**src/rtl/cmp_search.sv**
```systemverilog
// cmp_search -- successive-approximation operand recovery.
//
// Drives a trial value into an external combinational less-than comparator
// wired as lt = (target < probe), samples the answer once per cycle, and
// after WIDTH probes reports the hidden target.
//
// Ports:
//   clk     in   system clock, rising edge
//   rst_n   in   asynchronous active-low reset
//   start   in   search request, honoured only while idle
//   lt      in   comparator result for the current probe
//   probe   out  registered trial value (comparator y input)
//   busy    out  high for the WIDTH probing cycles
//   done    out  one-cycle pulse; result valid from this cycle on
//   result  out  recovered target, held until the next search completes

module cmp_search #(
  parameter int WIDTH = 4
) (
  input  logic             clk,
  input  logic             rst_n,
  input  logic             start,
  input  logic             lt,
  output logic [WIDTH-1:0] probe,
  output logic             busy,
  output logic             done,
  output logic [WIDTH-1:0] result
);

  localparam int IDX_W = (WIDTH > 1) ? $clog2(WIDTH) : 1;

  typedef enum logic [1:0] {
    IDLE = 2'd0,
    TEST = 2'd1,
    DONE = 2'd2
  } state_t;

  state_t           state;
  state_t           state_next;
  logic [WIDTH-1:0] acc;
  logic [WIDTH-1:0] acc_upd;
  logic [WIDTH-1:0] bit_mask;
  logic [WIDTH-1:0] next_bit;
  logic [IDX_W-1:0] idx;
  logic             last_bit;

  // State register.
  // NOTE: all clocked state uses non-blocking assignments so every register
  // samples pre-edge values regardless of statement order.
  always_ff @(posedge clk or negedge rst_n) begin
    if (!rst_n) state <= IDLE;
    else        state <= state_next;
  end

  // Next-state logic.
  // NOTE: state_next gets a default before the case so no path leaves it
  // unassigned, which would otherwise infer a latch.
  always_comb begin
    state_next = state;
    case (state)
      IDLE:    if (start) state_next = TEST;
      TEST:    if (last_bit) state_next = DONE;
      DONE:    state_next = IDLE;
      default: state_next = IDLE;
    endcase
  end

  // Output decode: busy and done follow the state directly, so they can
  // never overlap and both drop with the asynchronous reset.
  always_comb begin
    busy = (state == TEST);
    done = (state == DONE);
  end

  // Bit under test and the bit to be tried next.
  always_comb begin
    last_bit = (idx == '0);
    bit_mask = WIDTH'(1) << idx;
    next_bit = bit_mask >> 1;
    // lt=0 means probe <= target, so the trial bit belongs in the answer.
    acc_upd  = lt ? acc : (acc | bit_mask);
  end

  // Search datapath.
  always_ff @(posedge clk or negedge rst_n) begin
    if (!rst_n) begin
      acc    <= '0;
      idx    <= '0;
      probe  <= '0;
      result <= '0;
    end else begin
      case (state)
        IDLE: begin
          if (start) begin
            acc   <= '0;
            idx   <= IDX_W'(WIDTH - 1);
            probe <= WIDTH'(1) << (WIDTH - 1);
          end
        end
        TEST: begin
          acc <= acc_upd;
          if (last_bit) begin
            // Probe parks at 0 between searches; result only moves here.
            probe  <= '0;
            result <= acc_upd;
          end else begin
            probe <= acc_upd | next_bit;
            idx   <= idx - IDX_W'(1);
          end
        end
        default: ;
      endcase
    end
  end

endmodule

```
**config.mk**
```make
export PLATFORM = sky130hd
export DESIGN_NAME = cmp_search
export DESIGN_NICKNAME = d
export VERILOG_FILES = /design/src/rtl/cmp_search.sv
export SDC_FILE = /design/constraint.sdc
export NUM_CORES = 1
export LEC_CHECK = 0
export ABC_AREA = 1
export CORE_MARGIN = 5
export CORE_UTILIZATION = 49
export DETAILED_ROUTE_END_ITERATION = 6
export PLACE_DENSITY = 0.75
export SLEW_MARGIN = 25
export SYNTH_ARGS = -nofsm -noshare
export SYNTH_HDL_FRONTEND = slang
export SYNTH_SLANG_ARGS = --single-unit
```
**constraint.sdc**
```tcl
create_clock -name clk -period 1.85 [get_ports clk]
set_clock_uncertainty 0.2 [all_clocks]
set_input_delay 0.2775 -clock clk [delete_from_list [all_inputs] [get_ports clk]]
set_output_delay 0.2775 -clock clk [all_outputs]
set_load 0.05 [all_outputs]
```
---- After elaboration in Yosys (flattened, before gate mapping) ----
Index checks and enable logic that the tools add are counted.
W data, S select, Z words.
storage, ports and cells
  input bits .............................. 4
  output and inout port bits .............. 10
  register bits ........................... 16
  word-level logic and storage cells ...... 33
cells by class
  $add $sub $neg .......................... 1
  muxes and demuxes ....................... 12
  eq/ne operators ......................... 5
  shift-type cells ........................ 1
  bitwise gates (word level) .............. 2
  reduce and logical (&&, ||, !) cells .... 7
operators with widths
  operator               number
  $mux W4                4
  $pmux W4 S2            2
  $mux W2                4
  $pmux W2 S2            2
  $reduce_and A2 Y1      3
  $logic_not A2 Y1       2
  $ne A2 B2 Y1 const B   2
  $or A4 B3 Y4           1
  $or A4 B4 Y4           1
  $shl A1 B2 Y4 const A  1
  $reduce_and A3 Y1      1
  $eq A2 B1 Y1 const B   1
  $eq A2 B2 Y1 const B   1
  $ne A2 B1 Y1 const B   1
  $reduce_bool A2 Y1     1
  $sub A2 B1 Y2 const B  1

---- Longest topological paths before layout ----
Gate-level depths: netlist (run 1).
  depth after elaboration ................. 6
  depth in mapped cells ................... 7
  gate-level depth less buffers ........... 7

---- Least setup slack after synthesis (run 1) ----
OpenSTA, ideal clock, no wires.
  path type ............................... register to output
  start ................................... reg state[1]
  end ..................................... out done
  stages on the path, launching flop included .. 3
  path buffers ............................ 0
  required time ........................... 1372 ps
  setup slack ............................. 259 ps
  arrival time ............................ 1113 ps
  cells stage by stage .................... dfrtp_1 -> inv_2 -> nor2_1
on the way
  longest elaborated chain between the ends .. 1
RTL lines
  what                    RTL line  RTL
  start, declared         38        state_t state;
  start signal, assigned  52        else state <= state_next;
  $eq A2 B2 Y1            72        done = (state == DONE);
  end, declared           26        output logic done,
Every way passes these cells.

---- Final worst setup path (run 1) ----
  start ................................... reg state[0]
  end ..................................... out busy
on the way
  longest elaborated chain between the ends .. 1
RTL lines
  what           RTL line  RTL
  $eq A2 B1 Y1   71        busy = (state == TEST);
  end, declared  25        output logic busy,
Every way passes these cells.

==> results.cfg, run 1 <==
[die]
die_h_um = 49.57
pin_count = 14
die_w_um = 49.57
std_cell_rows = 14
die-area_um2 = 2457
start_util_pct = 51.51
core_um2 = 1489

[clocking]
cts.reportedPaths.clkPinSlew_ps = 100
tritoncts = yes
cts_inserted_buffers = 3
worstSkewPairLatency_ps = 300
htree_levels = 1
cts_max_path_buffers = 2
cts_resized = 0
post-cts-setup-buffers = 0
ctsHoldBuffers = 0
clock_sinks = 16
cts_root_buf = clkbuf_4

[power]
p_leak_uw = 0.0005541
p_per_area_nw_per_um2 = 2098
finalPower_uw = 2016
peakVddDrop_uv = 1255

[logic_synthesis]
synth_area_um2 = 767.0
avgSynthCellArea_um2 = 8.074
synth_top_area_cell = dfrtp_1
ys_seq_elements = 16
syn_nets = 103
yosys-top-cells-area = dfrtp_1 (52%), nand2_1 (21%), ha_1 (6.5%), nand3_1 (5.2%), inv_1 (4.9%)
yosysSeqAreaShare_pct = 52.20
yosysWarningCount = 0
synth_top_cell_area_share_pct = 52.20
syn-instance-count = 95
ys_types = 12

[timing]
setup_tns_ps = 0
period_needed_ps = 1684
worst_slack_ps = 166.4
finalCritPeriodShare_pct = 91.00
rsz0062_at_grt = no
slew_headroom_pct = 85.14
max_freq_ghz = 0.5940
worstMarginPinSlew_ps = 222.9
hold_violations = 0
setup_violations = 0
drv_slew = 0

[final_layout]
drive_gt1_share_pct = 18.58
layout_commonest_cell = nand2_1
mostFrequentLayoutCells = nand2_1 (43), dfrtp_1 (16), inv_1 (10), buf_4 (9), nand3_1 (8)
nets = 122
syn_to_final_growth_pct = 25.29
antennaDiodeCount = 0

[place]
numPortBuffers = 13
dp_slack_ps = 316.7
place.detailed.hpwl_um = 1290
gp_congestion = 0.7569

[detailed_routing]
drt.antenna.violating_nets = 0
first_iter_violations = 7
routed_via_density = 4.969
num_vias = 641
post_drt_wl_per_cell_um = 13.26
drc = 0
drt-total-wl_um = 1710
drt_first_pass_iters = 4

[worst_setup_path]
criticalPathCategory = flop to output pin
path_max_fanout = 6
worst_ep_required_time_ps = 1370
arrival_ps = 1210
startpoint_type = flop
critPathCaptureType = output pin

[global_routing]
gr-total-overflow = 0
grt_pass1_vias = 669
grtUsageMet1_pct = 17.42
grt_pass1_wl_um = 2891
antenna_found_initial = 0
use_met3_pct = 3.916
grt_usage_pct = 15.35
grt_use_met2_pct = 25.42
grt_max_degree = 17
busiest_layer = met2

[status]
status = finished, final reports clean

[min_path]
min_path_type = input port to asynchronous set/reset pin

[run]
max-cap-violations = 0
==> worst max-delay path: stages, from the launching register on <==
cell     delay, ps
dfrtp_1        480
inv_2           80
nor2_4         180
buf_12         160
==> power by group <==
part / switching [uW] / internal (uW)
combinational: 776 / 375
clock: 128 / 120
sequential: 116 / 502
==> worst paths after layout <==
| kind | from | end | slack [ps] | cells past startpoint |
|---|---|---|---|---|
| worst max-delay path | state[0]$_DFFE_PN0P_ | busy | 170 | 3 |
| worst min-delay path | rst_n | probe[0]$_DFFE_PN0P_ | 70 | 2 |
| min in group clk | probe[1]$_DFFE_PN0P_ | probe[1]$_DFFE_PN0P_ | 280 | 2 |
| worst min register to register | probe[1]$_DFFE_PN0P_ | probe[1]$_DFFE_PN0P_ | 280 | 2 |
| worst max register to register | idx[0]$_DFFE_PN0P_ | idx[0]$_DFFE_PN0P_ | 280 | 7 |
| max in group asynchronous | rst_n | state[1]$_DFFE_PN0P_ | 1190 | 2 |
==> area by class of cell <==
cell class / count / area (um^2)
Fill cell: 143 / 528.0
Sequential cell: 16 / 400.4
Multi-Input combinational cell: 66 / 317.8
Timing Repair Buffer: 14 / 137.6
Inverter: 13 / 48.80
Clock buffer: 4 / 36.28
Tap cell: 16 / 20.02
==> routing by layer <==
layer / up-vias / share of wire (%)
li1: 325 / -
met1: 291 / 43
met2: 18 / 47
met3: 7 / 6.1
met4: 0 / 3.3
met5: - / 0
==> through the flow <==
step / std cells / hold WS, ps / utilization, % / area [um^2]
floorplan: 95 / -218.1 / - / 767.0
global placement: 125 / 256.8 / 62.10 / 924.6
detailed placement: 125 / 267.3 / 62.10 / 924.6
CTS: 129 / 93.52 / 64.54 / 960.9
global route: 129 / 92.51 / 64.54 / 960.9
finish: 129 / 72.82 / 64.54 / 960.9
==> logic make-up after synthesis <==
kind of cell    share of synthesized area, %
fa+ha+maj                              6.526
compound gates                         2.610
simple gates                           32.30
buf+inv                                6.363
flops                                  52.20
==> registers in the layout (all words and copies together) (netlist names) <==
name and cells:
state 2, acc 4, result 4, idx 2, probe 4
==> synthesized netlist by cell type <==
library cell and n:
inv_2 3, inv_1 10, nor2_4 1, nor2_1 3, nand2_1 43, ha_1 4
dfrtp_1 16, nand3_2 1, nand2_2 1, nand3b_1 1, o21ai_0 4, nand3_1 8
(Power assumes the default switching activity.)
==> run 2: changes to the inputs <==
--- a/config.mk
+++ b/config.mk
@@ -6,9 +6,11 @@
 export NUM_CORES = 1
 export LEC_CHECK = 0
 export ABC_AREA = 1
+export CAP_MARGIN = 20
 export CORE_MARGIN = 5
 export CORE_UTILIZATION = 49
 export DETAILED_ROUTE_END_ITERATION = 6
+export GPL_TIMING_DRIVEN = 0
 export PLACE_DENSITY = 0.75
 export SLEW_MARGIN = 25
 export SYNTH_ARGS = -nofsm -noshare
==> results.cfg, run 2 (synthesis results as in run 1) <==
[status]
status = finished, final reports clean

[place]
numPortBuffers = 13
gp_congestion = 0.8302
dp_slack_ps = -105.9
postPlaceCellArea_um2 = 917.1
dpl.cell_count = 124
place.detailed.hpwl_um = 1092

[clocking]
cts_max_path_buffers = 2
cts.reportedPaths.clkPinSlew_ps = 100
cts_inserted_buffers = 3
tritoncts = yes
post-cts-setup-buffers = 0
cts_root_buf = clkbuf_4
worstSkewPairLatency_ps = 290
htree_levels = 1
clock_sinks = 16

[worst_setup_path]
startpoint_type = flop
path_max_fanout = 7
worst_ep_required_time_ps = 1370
criticalPathCategory = flop to output pin
critPathCaptureType = output pin
arrival_ps = 1270

[min_path]
min_path_type = input port to asynchronous set/reset pin

[timing]
slew_headroom_pct = 53.33
worstMarginPinSlew_ps = 697.9
worst_slack_ps = 104.2
period_needed_ps = 1746
drv_slew = 0
hold_violations = 0
finalCritPeriodShare_pct = 94.37
setup_violations = 0
rsz0062_at_grt = no
max_freq_ghz = 0.5728

[power]
combPwrFrac_pct = 55.0
seqPwrFrac_pct = 32.2
peakVddDrop_uv = 1031
finalPower_uw = 1880
p_leak_uw = 0.0005520
clockPowerShare_pct = 12.8
switchingPower_uw = 964.8
sw_frac_of_total_pct = 51.31
p_per_area_nw_per_um2 = 2001
p_int_uw = 915.6

[final_layout]
postLayoutCellArea_um2 = 939.7
layout_commonest_cell = nand2_1
instances_no_fill = 128
syn_to_final_growth_pct = 22.51
mostFrequentLayoutCells = nand2_1 (43), dfrtp_1 (16), inv_1 (10), nand3_1 (8), dlygate4sd2_1 (8)
fillerInstances = 146
reg_top3 = acc x4, probe x4, result x4
nets = 121
post-route-util_pct = 63.11
drive_gt1_share_pct = 10.71
antennaDiodeCount = 0

[die]
pin_count = 14
die_w_um = 49.57
die_h_um = 49.57
die-area_um2 = 2457
start_util_pct = 51.51
std_cell_rows = 14
core_um2 = 1489

[detailed_routing]
drc = 0
drt_first_pass_iters = 4
num_vias = 617
routed_via_density = 4.820
drt.antenna.violating_nets = 0
post_drt_wl_per_cell_um = 11.41
drt-total-wl_um = 1460
first_iter_violations = 9

[global_routing]
gr-total-overflow = 0
use_met3_pct = 2.410
grtUsageMet1_pct = 18.79
grt_pass1_vias = 625
antenna_found_initial = 0
grt_pass1_wl_um = 2642
grt_use_met2_pct = 19.92
busiest_layer = met2
grt_max_degree = 17
grt_usage_pct = 13.30

[run]
max-cap-violations = 0
[run 2: worst paths after layout]
path                                   endpoint  cells past startpoint                 start  slack (ps)
max reg2reg                probe[3]$_DFFE_PN0P_                      7    idx[0]$_DFFE_PN0P_         340
max                                        done                      3  state[1]$_DFFE_PN0P_         100
max in group asynchronous  probe[1]$_DFFE_PN0P_                      1                 rst_n         820
min                          acc[1]$_DFFE_PN0P_                      1                 rst_n         190
min in group clk           probe[0]$_DFFE_PN0P_                      2  probe[0]$_DFFE_PN0P_         270
min reg2reg                probe[0]$_DFFE_PN0P_                      2  probe[0]$_DFFE_PN0P_         270
[run 2: layout make-up]
type	count	area, um^2	area share [%]
tap	16	20.02	2.130
clock buffer	4	36.28	3.862
multi-input combinational	66	317.8	33.82
inverter	13	48.80	5.193
sequential	16	400.4	42.61
timing repair buffer	13	116.4	12.38
[run 2: repair_timing]
action                     in CTS  in global routing
setup endpoints to repair      10                  1
hold buffers                    0                  0
gates resized for setup        15                  1
[run 2: metal layers]
layer  vias to the layer above  wire length (um)
met4                         0                25
li1                        326                 -
met1                       272               759
met2                        17               600
met5                         -                 0
met3                         2                74
[run 2: metrics by stage]
step | hold WS [ps] | setup TNS (ps)
after global placement | 254.3 | -96.82
after detailed placement | 258.3 | -107.1
after global routing | 271.6 | 0
after CTS | 231.8 | 0
final | 193.6 | 0
after floorplan | -218.1 | 0
[run 2: power by group through the flow]
stage,Clock [uW],Combinational [uW],Sequential (uW)
after floorplan,0,552,850
after global placement,0,1090,610
after detailed placement,0,1100,616
after CTS,241,1050,607
after global routing,255,1160,625
final,240,1030,606
[run 2: worst max-delay path, stage by stage, from the launching register on]
cell and delay [ps]:
dfrtp_1 410, inv_2 90, nor2_1 90, clkdlybuf4s15_2 370
